File: src/rtl/bfp16_pkg.sv
`default_nettype none
// ============================================================================
// Module : bfp16_pkg
// Brief  : Shared types and constants for the BFP16 add-path normaliser.
// Rev    : 1.0
// ============================================================================
package bfp16_pkg;

   localparam int         BYTE_W        = 8;
   localparam logic [2:0] LOPD_ZERO_POS = 3'b111;

   typedef enum logic [1:0] {
      IDLE  = 2'd0,
      SCAN  = 2'd1,
      SHIFT = 2'd2,
      DONE  = 2'd3
   } t_norm_state;

endpackage
`default_nettype wire

File: src/rtl/LOPD_8bit.sv
`default_nettype none
// ============================================================================
// Module : LOPD_8bit
// Brief  : Leading-one position detector for one byte (returns leading-zero count).
// Rev    : 1.0
// ============================================================================
module LOPD_8bit
   import bfp16_pkg::*;
(
   input  logic [7:0] i_byte,
   output logic [2:0] o_pos,
   output logic       o_zero
);

   // Scanning LSB upwards lets the highest set bit win the final assignment.
   always_comb begin
      o_pos = LOPD_ZERO_POS;
      for (int i = 0; i < 8; i++) begin
         if (i_byte[i]) begin
            o_pos = 3'(7 - i);
         end
      end
   end

   assign o_zero = ~|i_byte;

endmodule
`default_nettype wire

File: src/rtl/bfp16_norm_seq.sv
`default_nettype none
// ============================================================================
// Module : bfp16_norm_seq
// Brief  : Byte-serial leading-zero scan, then left-shift with exponent clamp.
// Rev    : 1.0
// ============================================================================
module bfp16_norm_seq
   import bfp16_pkg::*;
#(
   parameter int DATA_W = 16,
   parameter int EXP_W  = 8
) (
   input  logic              i_clk,
   input  logic              i_rst,
   input  logic              i_valid,
   output logic              o_ready,
   input  logic [DATA_W-1:0] i_mant,
   input  logic [EXP_W-1:0]  i_exp,
   output logic              o_valid,
   input  logic              i_ready,
   output logic [DATA_W-1:0] o_mant,
   output logic [EXP_W-1:0]  o_exp,
   output logic              o_zero,
   output logic              o_underflow
);

   localparam int NB    = DATA_W / BYTE_W;
   localparam int LZ_W  = $clog2(DATA_W + 1);
   localparam int IDX_W = (NB > 1) ? $clog2(NB) : 1;
   localparam int CMP_W = (LZ_W > EXP_W) ? LZ_W : EXP_W;

   t_norm_state       state_q, state_d;
   logic [DATA_W-1:0] mant_q, mant_d;
   logic [EXP_W-1:0]  exp_q, exp_d;
   logic [LZ_W-1:0]   lz_q, lz_d;
   logic [IDX_W-1:0]  idx_q, idx_d;
   logic              zero_q, zero_d;
   logic [DATA_W-1:0] omant_q, omant_d;
   logic [EXP_W-1:0]  oexp_q, oexp_d;
   logic              ozero_q, ozero_d;
   logic              ounf_q, ounf_d;

   logic [BYTE_W-1:0] w_byte;
   logic [2:0]        w_pos;
   logic              w_byte_zero;
   logic [CMP_W-1:0]  w_lz_ext, w_exp_ext, w_sh;
   logic              w_clamp;

   always_comb begin
      w_byte = '0;
      for (int b = 0; b < NB; b++) begin
         if (idx_q == IDX_W'(b)) begin
            w_byte = mant_q[b*BYTE_W +: BYTE_W];
         end
      end
   end

   LOPD_8bit u_lopd (
      .i_byte (w_byte),
      .o_pos  (w_pos),
      .o_zero (w_byte_zero)
   );

   // The shift is limited to the exponent so the subtract can never wrap.
   assign w_lz_ext  = CMP_W'(lz_q);
   assign w_exp_ext = CMP_W'(exp_q);
   assign w_clamp   = (w_lz_ext >= w_exp_ext);
   assign w_sh      = w_clamp ? w_exp_ext : w_lz_ext;

   always_comb begin
      state_d = state_q;
      mant_d  = mant_q;
      exp_d   = exp_q;
      lz_d    = lz_q;
      idx_d   = idx_q;
      zero_d  = zero_q;
      omant_d = omant_q;
      oexp_d  = oexp_q;
      ozero_d = ozero_q;
      ounf_d  = ounf_q;
      case (state_q)
         IDLE: begin
            if (i_valid) begin
               mant_d  = i_mant;
               exp_d   = i_exp;
               lz_d    = '0;
               idx_d   = IDX_W'(NB - 1);
               zero_d  = 1'b0;
               state_d = SCAN;
            end
         end
         SCAN: begin
            if (!w_byte_zero) begin
               lz_d    = lz_q + LZ_W'(w_pos);
               state_d = SHIFT;
            end else if (idx_q != '0) begin
               lz_d  = lz_q + LZ_W'(BYTE_W);
               idx_d = idx_q - IDX_W'(1);
            end else begin
               lz_d    = lz_q + LZ_W'(BYTE_W);
               zero_d  = 1'b1;
               state_d = SHIFT;
            end
         end
         SHIFT: begin
            if (zero_q) begin
               omant_d = '0;
               oexp_d  = '0;
               ozero_d = 1'b1;
               ounf_d  = 1'b0;
            end else begin
               omant_d = mant_q << w_sh;
               oexp_d  = exp_q - EXP_W'(w_sh);
               ozero_d = 1'b0;
               ounf_d  = w_clamp;
            end
            state_d = DONE;
         end
         DONE: begin
            if (i_ready) begin
               state_d = IDLE;
            end
         end
         default: state_d = IDLE;
      endcase
   end

   always_ff @(posedge i_clk) begin
      if (i_rst) begin
         state_q <= IDLE;
         mant_q  <= '0;
         exp_q   <= '0;
         lz_q    <= '0;
         idx_q   <= '0;
         zero_q  <= 1'b0;
         omant_q <= '0;
         oexp_q  <= '0;
         ozero_q <= 1'b0;
         ounf_q  <= 1'b0;
      end else begin
         state_q <= state_d;
         mant_q  <= mant_d;
         exp_q   <= exp_d;
         lz_q    <= lz_d;
         idx_q   <= idx_d;
         zero_q  <= zero_d;
         omant_q <= omant_d;
         oexp_q  <= oexp_d;
         ozero_q <= ozero_d;
         ounf_q  <= ounf_d;
      end
   end

   assign o_ready     = (state_q == IDLE);
   assign o_valid     = (state_q == DONE);
   assign o_mant      = omant_q;
   assign o_exp       = oexp_q;
   assign o_zero      = ozero_q;
   assign o_underflow = ounf_q;

endmodule
`default_nettype wire

File: config.mk
export PLATFORM = sky130hd
export DESIGN_NAME = bfp16_norm_seq
export DESIGN_NICKNAME = d
export VERILOG_FILES = /design/src/rtl/bfp16_pkg.sv /design/src/rtl/LOPD_8bit.sv /design/src/rtl/bfp16_norm_seq.sv
export SDC_FILE = /design/constraint.sdc
export NUM_CORES = 1
export LEC_CHECK = 0
export BUFFER_PORTS_ARGS = -buffer_cell sky130_fd_sc_hd__buf_2
export CAP_MARGIN = 20
export CORE_ASPECT_RATIO = 0.9
export CORE_UTILIZATION = 48
export CTS_BUF_LIST = sky130_fd_sc_hd__clkbuf_4
export CTS_CLUSTER_DIAMETER = 30
export DETAILED_ROUTE_END_ITERATION = 6
export GPL_ROUTABILITY_DRIVEN = 0
export HOLD_SLACK_MARGIN = 0.15
export PLACE_DENSITY = 0.75
export SETUP_SLACK_MARGIN = 0.15
export SLEW_MARGIN = 10
export SYNTH_ARGS = -nofsm -noshare
export SYNTH_HDL_FRONTEND = slang
export SYNTH_SLANG_ARGS = --single-unit
File: constraint.sdc
create_clock -name i_clk -period 9.39 [get_ports i_clk]
set_clock_uncertainty 0.1 [all_clocks]
set_input_delay 0.939 -clock i_clk [delete_from_list [all_inputs] [get_ports i_clk]]
set_output_delay 0.939 -clock i_clk [all_outputs]
set_load 0.01 [all_outputs]
# ---- Word level (Yosys, flattened, before mapping)
# Cells that the tools add are included.
dict set report word_totals {
  reg_bits 59
  in_bits 28
  elab_cells 61
}
dict set report op_classes {
  addsub 4
  order_cmp 1
  eq_ne 8
  shifts 1
  muxes 29
  reduce_logical 8
}
# cell n
set op_table {}
lappend op_table {{$mux W8} 3}
lappend op_table {{$mux W16} 1}
lappend op_table {{$shl A16 B8 Y16} 1}
lappend op_table {{$mux W2} 6}
lappend op_table {{$mux W3} 4}
lappend op_table {{$mux W5} 2}
lappend op_table {{$pmux W5 S2} 1}
lappend op_table {{$mux W1} 9}
lappend op_table {{$ge A5 B8 Y1} 1}
lappend op_table {{$pmux W2 S4} 1}
lappend op_table {{$reduce_or A8 Y1} 1}
lappend op_table {{$sub A8 B8 Y8} 1}
lappend op_table {{$ne A2 B2 Y1 const B} 3}
lappend op_table {{$reduce_and A3 Y1} 2}
lappend op_table {{$add A5 B3 Y5} 1}
lappend op_table {{$add A5 B4 Y5 const B} 1}
lappend op_table {{$eq A2 B2 Y1 const B} 2}
lappend op_table {{$pmux W1 S2} 2}
lappend op_table {{$reduce_and A2 Y1} 2}
lappend op_table {{$reduce_and A4 Y1} 1}
lappend op_table {{$ne A3 B3 Y1 const B} 1}
lappend op_table {{$eq A2 B1 Y1 const B} 1}
lappend op_table {{$logic_not A2 Y1} 1}
lappend op_table {{$ne A2 B1 Y1 const B} 1}
lappend op_table {{2 further kinds} 2}

# ---- Logic depth before layout (Yosys ltp)
# Gate-level depths: netlist of run 1.
dict set report logic_depth {
  depth_word 11
  mapped_depth 18
}

# ---- Modules after synthesis
# From an unflattened synthesis of run 1, not the netlist that was laid out.
dict set report unflattened {
  hier_cells 445
  hier_area_um2 3676.0
}
# mod n_inst cells_per_inst area_per_inst_um2 seq_area_each_um2
set by_module_without_submodules {}
lappend by_module_without_submodules {bfp16_norm_seq 1 434 3613.5 1181.1}
lappend by_module_without_submodules {LOPD_8bit 1 11 62.6 0.0}

# ---- Least setup slack after synthesis of run 1
# No wires, ideal clock.
dict set report synth_timing {
  path_kind {register to register}
  start {reg exp_q[3]}
  end {reg oexp_q[6] (netlist: o_exp[6])}
  setup_time_ns 0.122
  arrival_time_ns 3.219
  required_time_ns 9.168
  setup_slack_ns 5.949
  path_stages_with_launch 19
  path_buffers 2
  synth_period_minus_slack_ns 3.441
  cell_sequence {dfxtp_1 > clkbuf_1 > inv_1 > ha_1 > a21oi_1 > a21o_2 > a21oi_1 > nor3_2 > inv_1 > buf_2 > ha_1 > inv_1 > ha_1 > o31ai_1 > maj3_1 > a21oi_1 > a211oi_1 > xnor2_1 > o21ai_0}
}
dict set report synth_between {
  elab_chain_cells 4
}
# item line_no
set synth_rtl {}
lappend synth_rtl {{start: declaration} bfp16_norm_seq.sv:34} ;# logic [EXP_W-1:0] exp_q, exp_d;
lappend synth_rtl {{start signal: assignment} bfp16_norm_seq.sv:143} ;# exp_q <= exp_d;
lappend synth_rtl {{$ge A5 B8 Y1} bfp16_norm_seq.sv:67} ;# assign w_clamp = (w_lz_ext >= w_exp_ext);
lappend synth_rtl {{$mux W8} bfp16_norm_seq.sv:68} ;# assign w_sh = w_clamp ? w_exp_ext : w_lz_ext;
lappend synth_rtl {{$sub A8 B8 Y8 (*)} bfp16_norm_seq.sv:113} ;# oexp_d = exp_q - EXP_W'(w_sh);
lappend synth_rtl {{$mux W8 (*)} bfp16_norm_seq.sv:106} ;# if (zero_q) begin
lappend synth_rtl {{end signal: assignment} bfp16_norm_seq.sv:148} ;# oexp_q <= oexp_d;
lappend synth_rtl {{end: declaration} bfp16_norm_seq.sv:39} ;# logic [EXP_W-1:0] oexp_q, oexp_d;
# Every way passes the cells marked *; elsewhere a longest branch is shown, timed or not.
# A chain may end at the register's enable or synchronous reset.

# ---- Worst setup path in the final report of run 1
# Same ends and word-level chain as after synthesis.

==> results.md, run 1 <==
* Critical Path Fanout Max at 13
* Critical Path AT at about 4.8 ns
* Remaining Overflow, GRT at 0
* CTS clk-pin slew, worst paths at 0.10 ns
* Tcrit/Tclk final at 48.3%
* Placed cell area at 3810 µm²
* Routed wire length at 8800 µm
* Simple-gate share of the synthesized area at 21.8%
* Post-CTS sizing at 0
* WS Path Type: reg -> reg
* CP peak stage delay at 0.76 ns
* Actual slew at the worst max-slew pin at 0.967 ns
* Crit-path slowest cell: nor3_2
* Post-synthesis cell area at 3520 µm²
* CTS max path bufs at 2
* Post-cts hold buffer count at 0
* NumNets Final at 536
* Die area at roughly 7700 µm²
* Sw Ratio at 46.6%
* Core Rows at 29
* Adder-cell share of the synthesized area at 6.18%
* Port bufs at 55
* Synth Instances at 445
* Die width at 92.3 µm
* EDFF count, synth at 0
* Clk sinks at 59
* Pleak at 1.74 nW
* Main combinational cell family by area after synthesis: compound AO/OA/AOI/OAI gates
* CP required at 9.62 ns
* WP depth at 16
* CP delay by family, top: adder cells
* Drt wl/cell at roughly 15 µm
* Post-route ant nets at 0
* Most common flop cell mapped by yosys: dfxtp_1
* Buffers and inverters on the worst path at 3
* Diodes inserted at 0
* Area grow syn2layout at 10.9%
* CP endpoint kind: register
* Synth Area in Compound Gates at 21.9%
* Mux cell area share after synthesis at 9.38%
* Average size of a mapped cell at 7.91 µm²
* Flops & latches, synth at 59
* Hold path depth at 2
* Sw power at 493 µW
* Initial Util at 49.8%
* Setup TNS at 0 ns
* Synth cell types at 57
* Commonest non-fill, non-tap cell in the layout: nand2_1
* Final min period at between 4 and 5 ns
* VDD IR max at 0.000187 V
* Dpl ws at 4.95 ns
* I/O pins at 56
* Die height at 83.3 µm
* Via Count at about 3.3k
* Via-to-Cell Ratio at roughly 5.7
* Worst hold margin at 0.348 ns
* First-pass GRT wire length at 14700 µm
* Skew-Pair Late Insertion Delay at 0.42 ns
* Power Internal at 564 µW
* CTS tree: yes
* Worst setup margin at slightly below 5 ns
* P per Cell Area at 271 nW/µm²
* F_max at 220 MHz
* Crit-path cells: inv_1 > ha_1 > a21oi_1 > a21o_2 > a21oi_1 > nor3_2 > inv_1 > ha_1 > inv_1 > ha_1 > o31ai_1 > maj3_1 > a21oi_1 > a211oi_1 > xnor2_1 > o21ai_0
* Fill cells at 686
* Asr flop ratio synth at 0%
* Worst Hold Class: reg -> reg
* Mapped Nets at approximately 500
* Root Driver: clkbuf_4
* DRC viols at 0
* Antenna violations before repair at 0
* Status: completed
* FF/Latch Area at 1180 µm²
* Post-CTS setup repair buffer count at 0
* Max-cap check violation count at 0
* Yosys warning total at 0
* Max_slew headroom at 35.3%
* Layout cells sized above 1 at 16.6%
* Post-DP HPWL at 6470 µm
* CTS buffer count at 9
* Placeable Area at 7080 µm²
* Overall global routing resource usage at 24.0%
* Drt first pass iters at 4
* Fin. max-slew vios at 0
* Comb power frac at 54.8%
* Clock power frac at between 10% and 20%
* H-Tree Depth at 3
* Most frequent cells in the layout: 85 x nand2_1, 59 x dfxtp_1, 56 x a21oi_1, 55 x buf_2, 39 x nor2_1
* Multi-input combinational cell area at 2160 µm²
* Count of final setup violators at 0
* Vias in the first global route at 3073
* Hold Violations, Final at 0
* Largest net degree at the start of global routing at 47
* Fin area at 3900 µm²
* XOR/XNOR Fraction of Synth Area at 2.13%
* Setup crit start kind: register
* RSZ-0062 raised after global routing: no
* Sequential Power Share at 32.0%
* Seq/Total Area, Yosys at ~34%
* R2R depth at 16
* DRT iter0 DRCs at 216
[cells by family (layout without fill, tap and decap cells)]
family                   Yosys count  after routing
AO/OA/AOI/OAI                    121            121
XOR/XNOR                           7              7
adder cells (fa/ha/maj)           17             17
buffers and inverters             39             89
flip-flops                        59             59
multiplexers                      33             33
AND/OR/NAND/NOR                  169            169
[worst reg2reg max path: stages, from the launching register on]
cell and delay [ns]:
dfxtp_1 0.48, inv_1 0.11, ha_1 0.36, a21oi_1 0.20
a21o_2 0.17, a21oi_1 0.08, nor3_2 0.76, inv_1 0.44
ha_1 0.33, inv_1 0.08, ha_1 0.20, o31ai_1 0.10
maj3_1 0.35, a21oi_1 0.26, a211oi_1 0.13, xnor2_1 0.14
o21ai_0 0.16
[final cells by class]
| type | count | share of cell area, % |
|---|---|---|
| multi-input cells | 347 | 55.4 |
| flip-flops and latches | 59 | 30.3 |
| repair buffers | 56 | 7.24 |
| well taps | 93 | 2.98 |
| inverters | 19 | 1.83 |
| clock buffers | 9 | 1.73 |
| clock inverters | 5 | 0.577 |
[flip-flops by register name (all words and copies together), names as in the netlist]
signal / flops
o_underflow: 1
state_q: 2
mant_q: 16
o_mant: 16
o_exp: 8
o_zero: 1
idx_q: 1
lz_q: 5
exp_q: 8
zero_q: 1
[routing by layer]
| metal | global-route usage, % | share of wire [%] | wire, µm |
|---|---|---|---|
| met5 | 0 | 0 | 0 |
| met1 | 33.7 | 48 | 4220 |
| met3 | 5.31 | 6.4 | 562 |
| met2 | 36.4 | 44 | 3890 |
| met4 | 7.81 | 1.4 | 125 |
[path summary, 6_finish.rpt]
| kind | end | start | slack, ns |
|---|---|---|---|
| worst max-delay path | o_exp[6] | exp_q[3] | 4.85 |
| worst min-delay path | o_mant[5] | o_mant[5] | 0.35 |
| worst max register to register | o_exp[6] | exp_q[3] | 4.85 |
| worst min register to register | o_mant[5] | o_mant[5] | 0.35 |
[synth_stat cells (2+ instances only)]
cell type / count / share of area, %
a211oi_1: 5 / 1.1
a21boi_2: 2 / 0.64
a21o_1: 2 / 0.43
a21o_2: 2 / 0.50
a21oi_1: 56 / 8.0
a22o_1: 2 / 0.50
a22oi_1: 8 / 1.7
a31oi_1: 2 / 0.36
a32oi_1: 5 / 1.2
a41oi_1: 2 / 0.50
and2_1: 4 / 0.71
buf_2: 3 / 0.43
clkbuf_1: 13 / 1.4
dfxtp_1: 59 / 34
ha_1: 15 / 5.3
inv_1: 19 / 2.0
mux2i_1: 33 / 9.4
nand2_1: 85 / 9.1
nand2b_1: 6 / 1.1
nand3_1: 2 / 0.28
nor2_1: 39 / 4.2
nor2_2: 2 / 0.36
nor2b_1: 8 / 1.4
nor3_1: 11 / 1.6
o2111ai_1: 2 / 0.50
o211ai_1: 6 / 1.3
o21ai_0: 11 / 1.6
o21ai_1: 3 / 0.43
o221ai_1: 3 / 0.75
o22ai_1: 2 / 0.36
o31ai_1: 2 / 0.43
or3_1: 2 / 0.36
xnor2_1: 4 / 0.99
xor2_1: 2 / 0.50
[power by group through the flow]
| stage | sequential (mW) | combinational, mW | clock [mW] |
|---|---|---|---|
| final | 0.338 | 0.579 | 0.140 |
| after floorplan | 0.331 | 0.464 | 0 |
| after CTS | 0.337 | 0.574 | 0.142 |
| after detailed placement | 0.343 | 0.571 | 0 |
| after global placement | 0.340 | 0.555 | 0 |
| after global routing | 0.344 | 0.640 | 0.152 |
[stage by stage]
stage | total power [mW] | util (%) | cells
floorplan | 0.795 | - | 445
global placement | 0.895 | 53.9 | 574
detailed placement | 0.913 | 53.9 | 574
CTS | 1.05 | 55.2 | 588
global route | 1.14 | 55.2 | 588
finish | 1.06 | 55.2 | 588
Power figures use the tool's default switching activity.
==> run 2, diff against run 1 <==
- clock period: 9.39 -> 4.5 ns (I/O delays scaled with it)
==> results.md, run 2 (synthesis gave the netlist of run 1 again) <==
* Fin. max-slew vios at 0 (unchanged)
* Hold Violations, Final at 0 (unchanged)
* Count of final setup violators at 0 (unchanged)
* I/O pins at 56 (unchanged)
* Fill cells at 671 (-2.2%)
* Routed wire length at 9190 µm (+4.4%)
* Crit-path cells: inv_1 > ha_1 > a21oi_1 > a21oi_1 > nor3_1 > nor3_2 > buf_4 > inv_1 > ha_1 > inv_1 > ha_1 > o31ai_1 > maj3_1 > a21oi_1 > a211oi_1 > xnor2_1 > o21ai_0
* P per Cell Area at 544 nW/µm² (+100%)
* Sequential Power Share at 31.4% (-0.6 points)
* Placeable Area at 7080 µm² (unchanged)
* RSZ-0062 raised after global routing: no
* Actual slew at the worst max-slew pin at 0.949 ns (-0.0182 ns)
* Drt wl/cell at 15.0 µm (+0.28%)
* VDD IR max at 0.000339 V (+81%)
* Layout cells sized above 1 at 16.6% (about the same)
* Root Driver: clkbuf_4
* Diodes inserted at 0 (unchanged)
* DRC viols at 0 (unchanged)
* Status: completed
* Core Rows at 29 (unchanged)
* WS Path Type: reg -> reg
* Remaining Overflow, GRT at 0 (unchanged)
* Setup TNS at 0 ns (unchanged)
* Max_slew headroom at 36.6% (+1.3 points)
* CTS clk-pin slew, worst paths at 0.10 ns (about the same)
* Overall global routing resource usage at 24.9% (+0.89 points)
* Largest net degree at the start of global routing at 47 (unchanged)
* CTS tree: yes
* Tcrit/Tclk final at 88.2% (+40 points)
* Drt first pass iters at 5 (+1)
* Most frequent cells in the layout: 85 x nand2_1, 59 x dfxtp_1, 56 x a21oi_1, 55 x buf_2, 39 x nor2_1
* Worst Hold Class: in -> reg
* Skew-Pair Late Insertion Delay at 0.44 ns (+0.02 ns)
* Initial Util at 49.8% (unchanged)
* Post-DP HPWL at 6640 µm (+2.6%)
* Buffers and inverters on the worst path at 4 (+1)
* Area grow syn2layout at 17.3%
* Post-route ant nets at 0 (unchanged)
* Pleak at 1.84 nW (+5.5%)
* Via Count at 3447 (+3.0%)
* Comb power frac at 54.8% (about the same)
* Vias in the first global route at 3255 (+5.9%)
* Critical Path Fanout Max at 13 (unchanged)
* Setup crit start kind: register
* Sw power at 1.05 mW (+110%)
* Die width at 92.3 µm (unchanged)
* Critical Path AT at 4.19 ns (-0.58 ns)
* Final min period at 3.97 ns (-0.567 ns)
* Die area at 7680 µm² (unchanged)
* F_max at 252 MHz (+14%)
* H-Tree Depth at 3 (unchanged)
* CTS max path bufs at 2 (unchanged)
* Sw Ratio at 46.8% (+0.17 points)
* CP endpoint kind: register
* Power Internal at 1.20 mW (+110%)
* DRT iter0 DRCs at 227 (+5.1%)
* Post-CTS setup repair buffer count at 0 (unchanged)
* Port bufs at 55 (unchanged)
* CP peak stage delay at 0.48 ns (-0.28 ns)
* Die height at 83.3 µm (unchanged)
* Clk sinks at 59 (unchanged)
* NumNets Final at 558 (+4.1%)
* Crit-path slowest cell: dfxtp_1
* Antenna violations before repair at 0 (unchanged)
* Via-to-Cell Ratio at 5.63 (-1.1%)
* First-pass GRT wire length at 15100 µm (+2.9%)
* Worst hold margin at 0.164 ns (-0.184 ns)
* Post-CTS sizing at 0 (unchanged)
* Max-cap check violation count at 0 (unchanged)
* CTS buffer count at 9 (unchanged)
* Clock power frac at 13.8% (+0.6 points)
* Commonest non-fill, non-tap cell in the layout: nand2_1
* CP required at 4.73 ns (-4.89 ns)
* CP delay by family, top: adder cells
==> run 2: cell count changes in the layout (fill, tap and decap cells not counted) <==
cell,previous run,this run
dlygate4sd3_1,0,20
buf_4,1,3
clkinv_2,3,4
clkinvlp_4,0,1
==> run 2: final timing paths <==
check                 start         to  slack (ns)  cells past startpoint
hold / removal    i_mant[8]  mant_q[8]        0.16                      3
setup / recovery   exp_q[3]   o_exp[6]        0.53                     17
hold reg to reg   o_mant[6]  o_mant[6]        0.36                      2
setup reg to reg   exp_q[3]   o_exp[6]        0.53                     17
==> run 2: per-layer routing <==
| metal | wire length, µm | GRT usage [%] | vias to the layer above |
|---|---|---|---|
| li1 | - | - | 1709 |
| met1 | 4250 | 32.5 | 1593 |
| met2 | 4180 | 39.1 | 125 |
| met3 | 597 | 7.69 | 20 |
| met4 | 157 | 7.95 | 0 |
| met5 | 0 | 0 | - |
==> run 2: tightest hold or removal path, cell delays in order <==
cell	delay, ns
buf_2	0.09
nand2_1	0.06
a21oi_1	0.06
==> run 2: power by group through the flow <==
stage               clock network, mW  logic, mW  registers (mW)
detailed placement                  0       1.20           0.716
global placement                    0       1.16           0.709
CTS                             0.312       1.21           0.704
finish                          0.311       1.23           0.706
global route                    0.335       1.36           0.718
floorplan                           0      0.968           0.690
==> run 2: area by class of cell <==
cell class / count / area [µm²] / share of cell area, %
Clock buffer: 9 / 67.6 / 1.64
Clock inverter: 7 / 35.0 / 0.848
Timing Repair Buffer: 78 / 498 / 12.1
Multi-Input combinational cell: 347 / 2160 / 52.3
Inverter: 19 / 71.3 / 1.73
Sequential cell: 59 / 1180 / 28.6
Tap cell: 93 / 116 / 2.82
==> run 2: what timing repair did <==
item | CTS | global route
hold buffers | 15 | 5
endpoints found under the setup margin | 0 | 0
endpoints found under the hold margin | 15 | 5
==> run 2: stage by stage <==
step                      setup slack (ns)  power [mW]  util (%)  instances  area, µm²
final                                0.531        2.25      58.4        612       4130
after global routing                 0.241        2.41      58.4        612       4130
after CTS                            0.559        2.23      57.7        607       4080
after global placement               0.741        1.87      54.1        576       3830
after detailed placement             0.562        1.91      54.1        576       3830
after floorplan                       1.06        1.66         -        445       3520
==> run 3, diff against run 2 <==
- ABC_AREA: unset -> 1
==> results.md, run 3 <==
* EDFF count, synth at 0 (unchanged)
* CTS max path bufs at 2 (unchanged)
* Hold Violations, Final at 0 (unchanged)
* WS Path Type: reg -> reg
* Max-cap check violation count at 0 (unchanged)
* CP required at 4.75 ns (+0.02 ns)
* Synth Instances at 541 (+22%)
* Die width at 93.3 µm (+1.1%)
* Count of final setup violators at 0 (unchanged)
* Setup crit start kind: register
* Max_slew headroom at 37.5% (+0.90 points)
* Initial Util at 50.4% (+0.65 points)
* NumNets Final at 632 (+13%)
* CP peak stage delay at 0.41 ns (-0.07 ns)
* Most frequent cells in the layout: 145 x nand2_1, 75 x nand3_1, 59 x dfxtp_1, 55 x buf_2
* Final cell count without fillers at 686 (+12%)
* Metal3 WL at 636 µm (+6.5%)
* Clk sinks at 59 (unchanged)
* Die height at 84.2 µm (+1.1%)
* Most used cell along the critical path: nand2_1
* Critical Path AT at 3.32 ns (-0.87 ns)
* Post-synthesis cell area at 3600 µm² (+2.3%)
* Post-cts hold buffer count at 0 (-15)
* Yosys warning total at 0 (unchanged)
* Flops & latches, synth at 59 (unchanged)
* Remaining Overflow, GRT at 0 (unchanged)
* Worst hold margin at 0.181 ns (+0.0167 ns)
* Most common flop cell mapped by yosys: dfxtp_1
* F_max at 325 MHz (+29%)
* DRT iter0 DRCs at 233 (+2.6%)
* First-pass GRT wire length at 15800 µm (+4.3%)
* H-Tree Depth at 3 (unchanged)
* Synth top area share at 32.8% (-0.77 points)
* Drt wl/cell at 13.7 µm (-8.6%)
* Final min period at 3.08 ns (-0.894 ns)
* Crit-path cells: inv_1 > ha_1 > nand2_1 > inv_1 > nand2_1 > nand2_1 > nand2_4 > nand2_8 > o21ai_4 > ha_1 > inv_1 > ha_1 > or2_2 > nand3_1 > nand3_1 > nand2_1 > nand3_1 > a21oi_1
* Fin. max-slew vios at 0 (unchanged)
* CTS clk-pin slew, worst paths at 0.11 ns (about the same)
* Via Count at 3771 (+9.4%)
* CTS buffer count at 9 (unchanged)
* Drt first pass iters at 6 (+1)
* Port bufs at 55 (unchanged)
* Area grow syn2layout at 12.3%
* Diodes inserted at 0 (unchanged)
* Tcrit/Tclk final at 68.3% (-20 points)
* Count leader, synth: nand2_1
* RSZ-0062 raised after global routing: no
* Placed cell area at 3890 µm² (+1.7%)
* Post-CTS setup repair buffer count at 0 (unchanged)
* Actual slew at the worst max-slew pin at 0.937 ns (-0.0122 ns)
* Layout cells sized above 1 at 16.4% (-0.21 points)
* Post-synth top cells: 145 x nand2_1, 75 x nand3_1, 59 x dfxtp_1
* Antenna violations before repair at 0 (unchanged)
* Fin area at 4050 µm² (-2.0%)
* Commonest non-fill, non-tap cell in the layout: nand2_1
* DRC viols at 0 (unchanged)
* Routed wire length at 9410 µm (+2.5%)
* Worst Hold Class: in -> reg
* Asr flop ratio synth at 0% (unchanged)
* I/O pins at 56 (unchanged)
* Overall global routing resource usage at 25.6% (+0.69 points)
* Placed insts at 670 (+16%)
* Placeable Area at 7150 µm² (+1.0%)
* CP endpoint kind: register
* Vias in the first global route at 3369 (+3.5%)
* Core Rows at 29 (unchanged)
* Mapped Nets at 585 (+20%)
* Setup TNS at 0 ns (unchanged)
* Critical Path Fanout Max at 17 (+4)
* Max Used Layer: met4
* Seq/Total Area, Yosys at 32.8% (-0.77 points)
* Post-CTS sizing at 0 (unchanged)
* Leading area contributor after synthesis: dfxtp_1
* Die area at 7860 µm² (+2.3%)
* DRT met1 WL at 4450 µm (+4.8%)
* Skew-Pair Late Insertion Delay at 0.42 ns (-0.02 ns)
* Largest cells by area after synthesis: dfxtp_1 33%, nand2_1 15%, nand3_1 10%, a21oi_1 7.5%, inv_1 5.6%
* Crit-path slowest cell: dfxtp_1
* Post-DP HPWL at 6900 µm (+3.9%)
* Largest net degree at the start of global routing at 47 (unchanged)
* Via-to-Cell Ratio at 5.50 (-2.4%)
* CTS tree: yes
* Status: completed
* Routed met2 length at 4100 µm (-2.0%)
* Root Driver: clkbuf_4
* Average size of a mapped cell at 6.66 µm² (-16%)
* Fill cells at 707 (+5.4%)
* Post-route ant nets at 0 (unchanged)
* Synth cell types at 42 (-26%)
## run 3: changes by cell type after synthesis, moves of 6 or more
| cell | delta |
|---|---|
| o21ai_0 | +28 |
| nand3_1 | +73 |
| mux2i_1 | -33 |
| a22oi_1 | -8 |
| nand2b_1 | -6 |
| nor2b_1 | -8 |
| nand4_1 | +7 |
| inv_1 | +35 |
| nand2_1 | +60 |
| nor2_1 | -13 |
| nor3_1 | -10 |
| o211ai_1 | -6 |
## run 3: layout make-up
class,count,area (µm²),share of cell area (%)
multi-input cells,401,2080,51.3
flip-flops and latches,59,1180,29.2
repair buffers,57,290,7.17
inverters,60,228,5.63
well taps,93,116,2.87
clock inverters,6,80.1,1.98
clock buffers,10,75.1,1.85
## run 3: final timing paths
path / startpoint / to / slack [ns] / depth (start not counted)
max: exp_q[2] / o_exp[6] / 1.42 / 18
max reg2reg: exp_q[2] / o_exp[6] / 1.42 / 18
min: i_mant[6] / mant_q[6] / 0.18 / 3
min reg2reg: zero_q / zero_q / 0.36 / 2
## run 3: through the flow
| step | worst slack (ns) | util, % |
|---|---|---|
| 2_1_floorplan | 1.72 | - |
| 3_3_place_gp | 1.58 | 54.5 |
| 3_5_place_dp | 1.44 | 54.5 |
| 4_1_cts | 1.42 | 56.6 |
| 5_1_grt | 1.15 | 56.6 |
| 6_report | 1.42 | 56.6 |
## run 3: logic make-up after synthesis
family	Yosys count	share of synthesized area [%]
AOI/OAI and AO/OA	114	18.0
xor gates and xnor gates	2	0.486
adders and majority gates	16	5.76
buffers and inverters	81	9.58
DFF	59	32.8
and+or+nand+nor	269	33.4
## run 3: worst max-delay path, delay by kind of cell, from the launching register on
| kind | cells | cell delay [ns] |
|---|---|---|
| adder cells (fa/ha/maj) | 3 | 0.68 |
| flip-flops | 1 | 0.41 |
| buffers and inverters | 3 | 0.19 |
| AND/OR/NAND/NOR | 10 | 1.11 |
| AO/OA/AOI/OAI | 2 | 0.50 |
## run 3: layer usage
| metal | track usage, % | vias up |
|---|---|---|
| met1 | 34.3 | 1709 |
| met4 | 8.25 | 0 |
| li1 | - | 1886 |
| met2 | 40.2 | 153 |
| met5 | 0 | - |
| met3 | 6.43 | 23 |
Power of run 3 is not shown: default switching activity piles up to over one toggle a cycle in this logic, so the estimate is an artifact.
